[src/rtl/fetch_ctrl.sv]
// Fetch sequencer: owns the fetch PC, issues one memory request at a time,
// holds each returned word for decode and applies PC-relative redirects.
module fetch_ctrl #(
  parameter logic [31:0] RESET_PC = 32'h0000_0000,
  parameter logic [31:0] NOP_WORD = 32'h0000_0013
) (
  input  logic        CLK,
  input  logic        reset,
  input  logic        enable,
  input  logic        redirect_valid,
  input  logic [31:0] redirect_offset,
  output logic        mem_req,
  output logic [31:0] mem_addr,
  input  logic        mem_ready,
  input  logic        mem_rvalid,
  input  logic [31:0] mem_rdata,
  output logic        ins_valid,
  input  logic        ins_ready,
  output logic [31:0] instruction,
  output logic [31:0] pc_out,
  output logic        fetch_err
);

  localparam logic [2:0] S_IDLE  = 3'd0;
  localparam logic [2:0] S_REQ   = 3'd1;
  localparam logic [2:0] S_WAIT  = 3'd2;
  localparam logic [2:0] S_HOLD  = 3'd3;
  localparam logic [2:0] S_FLUSH = 3'd4;
  localparam logic [2:0] S_ERR   = 3'd5;

  logic [2:0]  state_q, state_d;
  logic [31:0] fetch_pc_q, fetch_pc_d;
  logic [31:0] pc_out_q, pc_out_d;
  logic [31:0] instr_q, instr_d;
  logic [31:0] pend_q, pend_d;

  logic [31:0] target;
  logic        misal;
  logic [2:0]  go_st;

  assign target = pc_out_q + redirect_offset;
  assign misal  = |target[1:0];
  assign go_st  = enable ? S_REQ : S_IDLE;

  always_comb begin
    state_d    = state_q;
    fetch_pc_d = fetch_pc_q;
    pc_out_d   = pc_out_q;
    instr_d    = instr_q;
    pend_d     = pend_q;
    if (state_q != S_ERR && redirect_valid && misal) begin
      state_d = S_ERR;
    end else begin
      case (state_q)
        S_IDLE: begin
          if (redirect_valid) fetch_pc_d = target;
          if (enable) state_d = S_REQ;
        end
        S_REQ: begin
          if (mem_ready) begin
            if (redirect_valid) begin
              pend_d  = target;
              state_d = S_FLUSH;
            end else begin
              state_d = S_WAIT;
            end
          end else if (redirect_valid) begin
            fetch_pc_d = target;
          end
        end
        S_WAIT: begin
          if (mem_rvalid) begin
            if (redirect_valid) begin
              fetch_pc_d = target;
              state_d    = go_st;
            end else begin
              instr_d  = mem_rdata;
              pc_out_d = fetch_pc_q;
              state_d  = S_HOLD;
            end
          end else if (redirect_valid) begin
            pend_d  = target;
            state_d = S_FLUSH;
          end
        end
        S_HOLD: begin
          if (redirect_valid) begin
            fetch_pc_d = target;
            state_d    = go_st;
          end else if (ins_ready) begin
            fetch_pc_d = pc_out_q + 32'd4;
            state_d    = go_st;
          end
        end
        S_FLUSH: begin
          // The newest redirect wins over an older pending target
          if (redirect_valid) pend_d = target;
          if (mem_rvalid) begin
            fetch_pc_d = redirect_valid ? target : pend_q;
            state_d    = go_st;
          end
        end
        S_ERR:   state_d = S_ERR;
        default: state_d = S_ERR;
      endcase
    end
  end

  always_ff @(posedge CLK or posedge reset) begin
    if (reset) begin
      state_q    <= S_IDLE;
      fetch_pc_q <= RESET_PC;
      pc_out_q   <= RESET_PC;
      instr_q    <= NOP_WORD;
      pend_q     <= RESET_PC;
    end else begin
      state_q    <= state_d;
      fetch_pc_q <= fetch_pc_d;
      pc_out_q   <= pc_out_d;
      instr_q    <= instr_d;
      pend_q     <= pend_d;
    end
  end

  assign mem_req     = (state_q == S_REQ);
  assign mem_addr    = fetch_pc_q;
  assign ins_valid   = (state_q == S_HOLD);
  assign instruction = ins_valid ? instr_q : NOP_WORD;
  assign pc_out      = pc_out_q;
  assign fetch_err   = (state_q == S_ERR);

endmodule

[config.mk]
export PLATFORM = sky130hd
export DESIGN_NAME = fetch_ctrl
export DESIGN_NICKNAME = d
export VERILOG_FILES = /design/src/rtl/fetch_ctrl.sv
export SDC_FILE = /design/constraint.sdc
export NUM_CORES = 1
export LEC_CHECK = 0
export ABC_AREA = 1
export BUFFER_PORTS_ARGS = -buffer_cell sky130_fd_sc_hd__clkbuf_2
export CAP_MARGIN = 25
export CORE_MARGIN = 2
export CORE_UTILIZATION = 40
export DETAILED_ROUTE_END_ITERATION = 16
export PLACE_DENSITY = 0.67
export SYNTH_ARGS = -nofsm -noshare
export SYNTH_HDL_FRONTEND = slang
export SYNTH_SLANG_ARGS = --single-unit
[constraint.sdc]
create_clock -name CLK -period 4 [get_ports CLK]
set_clock_uncertainty 0.05 [all_clocks]
set_input_delay 0.8 -clock CLK [delete_from_list [all_inputs] [get_ports CLK]]
set_output_delay 0.8 -clock CLK [all_outputs]
set_load 0.01 [all_outputs]
# Yosys cells after proc, flatten, opt, wreduce, memory -nomap -nowiden
# Index checks and enable logic that the tools add are counted.
[word_totals]
out_inout_bits = 99
inputBits = 71
reg_bits = 131
[classes]
n_reduce_logical = 10
n_bitwise = 2
n_addsub = 2
n_eq_ne = 17
mux = 24
[op_table]
columns = ["cell", "count"]
rows = [
  ["$mux W32", 10],
  ["$pmux W32 S5", 1],
  ["$pmux W32 S3", 1],
  ["$add A32 B3 Y32 const B", 1],
  ["$add A32 B32 Y32", 1],
  ["$mux W3", 9],
  ["$pmux W3 S5", 1],
  ["$ne A3 B3 Y1 const B", 3],
  ["$ne A2 B2 Y1 const B", 4],
  ["$reduce_and A4 Y1", 2],
  ["$eq A3 B2 Y1 const B", 2],
  ["$eq A3 B3 Y1 const B", 2],
  ["$reduce_and A6 Y1", 1],
  ["$reduce_and A5 Y1", 1],
  ["$reduce_bool A5 Y1", 1],
  ["$ne A4 B2 Y1 const B", 1],
  ["$ne A4 B4 Y1 const B", 1],
  ["$eq A3 B1 Y1 const B", 1],
  ["$logic_not A3 Y1", 1],
  ["$ne A3 B1 Y1 const B", 1],
  ["$ne A3 B2 Y1 const B", 1],
  ["$reduce_bool A3 Y1", 1],
  ["$logic_and A1 B1 Y1", 2],
  ["$mux W2", 1],
  ["4 further kinds", 5],
]

# Logic depth before layout (Yosys ltp)
[logic_depth]
depth_word = 5
ltp_mapped = 18

# Worst setup path after synthesis
# OpenSTA, ideal clock, no wires.
[synth_timing]
path_kind = "input-to-reg"
start = "in redirect_offset[0]"
end = "reg fetch_pc_q[15], in the netlist mem_addr[15]"
required_ns = 3.837
setup_slack_ns = 1.312
arrival_ns = 2.525
stages = 15
n_path_buf = 1
cell_sequence = "ha_1 > inv_1 > fa_1 > inv_1 > nand2_1 > nand3_1 > a211oi_2 > nand2_2 > inv_2 > buf_4 > o21ai_1 > a21oi_1 > nand2_1 > nand2_1 > inv_1"
[synth_between]
elab_chain_cells = 5
[synth_lines]
columns = ["item", "line", "rtl"]
rows = [
  ["start: declaration", "11", "input logic [31:0] redirect_offset,"],
  ["$add A32 B32 Y32 *", "41", "assign target = pc_out_q + redirect_offset;"],
  ["parallel branches: the longest is 4 deep, another holds $mux W32", "--", ""],
  ["end signal: assignment", "118", "fetch_pc_q <= fetch_pc_d;"],
  ["end: declaration", "32", "logic [31:0] fetch_pc_q, fetch_pc_d;"],
]
# Mark *: on every way between the ends. The select of a mux whose other input is x is not followed.
# A chain may end at the register's enable or synchronous reset.

# Worst setup path in the final report
[layout_timing]
start = "in redirect_offset[0]"
end = "reg fetch_pc_q[14], in the netlist mem_addr[14]"
# Same word-level chain as after synthesis.

==> summary.md <==
| Metric | Value |
|---|---|
| Clock network fraction of design power | `17.7%` |
| Final Util | `48.6%` |
| Hold Crit Class | `in2async` |
| Post-synth EDFFs | `0` |
| Clk buf depth | `2` |
| Hold_buf cts | `0` |
| H-tree lvl count | `4` |
| Antenna-violating nets left | `0` |
| Post_cts resized | `0` |
| Worst-Margin Slew | `983 ps` |
| Yosys cell types | `41` |
| Max Clock Freq | `0.345 GHz` |
| Cells after synthesis | `1505` |
| Initial antenna violation count | `0` |
| Min Tclk post-route | `2900 ps` |
| PortBufs | `169` |
| Root buf cell | `clkbuf_16` |
| PD cells | `792 nW/µm²` |
| DRT iter0 DRCs | `699` |
| Global-route wire length before repair | `49500 µm` |
| Cell-internal power | `0.00466 W` |
| CP required | `4260 ps` |
| Via density | `5.05` |
| CTS buffer count | `17` |
| Final Hold Viols | `0` |
| VDD IR max | `390 µV` |
| Reg2Reg Setup Slack | `1150 ps` |
| Cells on worst reg2reg path | `15` |
| Buf/Inv on CP | `7` |
| Synth Register Bits | `131` |
| Remaining global-route overflow | `0` |
| Max Slew Vio Count | `0` |
| Arrival @ worst endpoint | `3160 ps` |
| Initial Utilization | `40.8%` |
| CTS tree | `built` |
| Fraction of registers with async set/reset | `100%` |
| CORE AREA | `23500 µm²` |
| Synth Area per Inst | `6.36 µm²` |
| Ant diodes | `0` |
| Outcome | `finished clean` |
| Post-synthesis sequential area ratio | `34.3%` |
| Synth Flop Type | `dfrtp_1` |
| Row count | `56` |
| Number of setup buffers added after CTS | `0` |
| Crit path cell chain | `clkbuf_2, ha_1, inv_1, fa_1, inv_1, nand2_1, nand3_1, a211oi_2, nand2_2, inv_2, buf_12, o21ai_1, inv_1, nand2_1, o21ai_1, inv_1` |
| Count of final setup violators | `0` |
| Final Power | `0.00904 W` |
| Max cap viols | `0` |
| Vias | `10083` |
| Clk_lat worst skew | `420 ps` |
| Die Y | `159 µm` |
| Syn Nets | `1609` |
| CP most frequent cell | `inv_1` |
| Worst path depth | `16` |
| Fin crit share | `72.4%` |
| Die footprint | `25200 µm²` |
| Yosys top cell by area | `dfrtp_1` |
| Synth top area share | `33.5%` |
| Wire length per cell | `15.5 µm` |
| Post-Syn Area | `9570 µm²` |
| Setup TNS | `0 ps` |
| Register share of total power | `28.4%` |
| Nets | `1767` |
| TritonRoute pass-1 iters | `6` |
| P&R area growth vs syn | `19.1%` |
| Yosys warnings | `0` |
| CP max stage cell | `fa_1` |
| GRT Overall Usage | `24.7%` |
| Clock transition at path regs | `60 ps` |
| Power share of the combinational group | `54.0%` |
| Die X-Extent | `159 µm` |
| Vias in the first global route | `9405` |
| RSZ-0062 raised after global routing | `false` |
| # fillers | `2420` |
| HPWL after detailed placement | `24000 µm` |
| Layout cells sized above 1 | `15.6%` |
| Synth top area cells | `dfrtp_1, nand2_1, inv_1` |
| CP endpoint kind | `flop` |
| Sw Share | `48.4%` |
| Critical path's top delay family | `buffers and inverters` |
| IO Count | `170` |
| Slew margin rel. | `34.4%` |
| Psw | `0.00437 W` |
| Sink Count | `131` |
| Final wirelength | `30900 µm` |
| Leak | `6.20 nW` |
| Setup CP Type | `in2reg` |
| GPL Wtd Cong | `0.955` |
| Largest net degree at the start of global routing | `52` |
| Drt drc | `0` |
| Crit Path Max Fanout | `29` |
| CP startpoint kind | `input port` |
| CP peak stage delay | `480 ps` |
==> area by class of cell <==
type	count	area, µm²	share of cell area, %
multi-input combinational	1082	5160	45.3
sequential	131	3280	28.8
timing repair buffer	187	1030	9.04
inverter	244	920	8.06
clock buffer	21	480	4.21
tap	319	399	3.50
clock inverter	11	128	1.12
==> path summary, 6_finish.rpt <==
kind | to | from
max in group asynchronous | pend_q[10] | reset
worst min-delay path | instr_q[10] | reset
worst min register to register | instr_q[0] | instr_q[0]
worst max-delay path | mem_addr[14] | redirect_offset[0]
min in group CLK | instr_q[0] | instr_q[0]
worst max register to register | mem_addr[14] | pc_out[0]
==> registers in the layout, indices dropped and copies added (netlist names) <==
register  count
mem_addr     32
pend_q       32
instr_q      32
pc_out       32
state_q       3
==> cell usage in the layout (no fill, tap or decap), types with 3 or more instances in the layout <==
master	count
ha_1	32
nand3_1	94
a21oi_1	47
a41oi_1	4
buf_12	4
dfrtp_1	128
xor2_1	13
o211ai_1	7
nor2_1	134
a31oi_1	13
clkbuf_2	169
o21ai_0	106
clkinvlp_4	7
o22ai_1	5
clkbuf_8	4
inv_1	237
o31ai_1	4
buf_4	14
nor3_1	26
nand2_1	512
dfstp_2	3
clkbuf_16	17
or2_2	27
xnor2_1	11
nand3b_1	12
nand4_1	9
o21ai_1	7
inv_2	4
==> logic make-up after synthesis <==
kind of cell	share of synthesized area, %
AND/OR/NAND/NOR	35.5
flip-flops	34.3
adder cells (fa/ha/maj)	4.39
AO/OA/AOI/OAI	11.7
multiplexers	0.118
XOR/XNOR	2.20
buffers and inverters	11.9
==> routing by layer <==
| layer | GRT usage (%) | part of all wire (%) | vias up | wire length (µm) |
|---|---|---|---|---|
| met4 | 6.80 | 2.0 | 0 | 631 |
| met5 | 0 | 0 | - | 0 |
| met3 | 5.07 | 8.5 | 41 | 2620 |
| met2 | 39.0 | 44 | 414 | 13700 |
| li1 | - | - | 5044 | - |
| met1 | 34.3 | 45 | 4584 | 14000 |
==> worst register-to-register path: stages (launching register included) <==
cell,delay [ps]
dfrtp_1,390
ha_1,230
inv_1,70
fa_1,480
inv_1,50
nand2_1,110
nand3_1,150
a211oi_2,190
nand2_2,130
inv_2,300
buf_12,230
o21ai_1,90
inv_1,70
nand2_1,40
o21ai_1,120
inv_1,50
==> synthesized netlist by cell type, types with 14 or more instances <==
master	count
nand2_1	512
inv_1	238
nor2_1	135
dfrtp_1	128
o21ai_0	106
nand3_1	94
a21oi_1	47
ha_1	32
clkbuf_1	27
or2_2	27
nor3_1	26
buf_2	14
==> per-stage QoR <==
| stage | cells | hold WS, ps | setup WS (ps) | instance area [µm²] |
|---|---|---|---|---|
| 5_1_grt | 1995 | 210 | 861 | 11400 |
| 2_1_floorplan | 1505 | 390 | 1310 | 9580 |
| 6_report | 1995 | 215 | 1100 | 11400 |
| 4_1_cts | 1994 | 412 | 1120 | 11400 |
| 3_5_place_dp | 1962 | 403 | 672 | 10800 |
| 3_3_place_gp | 1962 | 399 | 757 | 10800 |
==> power groups by stage <==
stage               combinational [W]  sequential [W]  clock [W]
detailed placement            0.00481         0.00256          0
global placement              0.00478         0.00255          0
global route                  0.00552         0.00263    0.00168
floorplan                     0.00326         0.00248          0
finish                        0.00488         0.00256    0.00160
CTS                           0.00485         0.00255    0.00162
(Power assumes the default switching activity.)
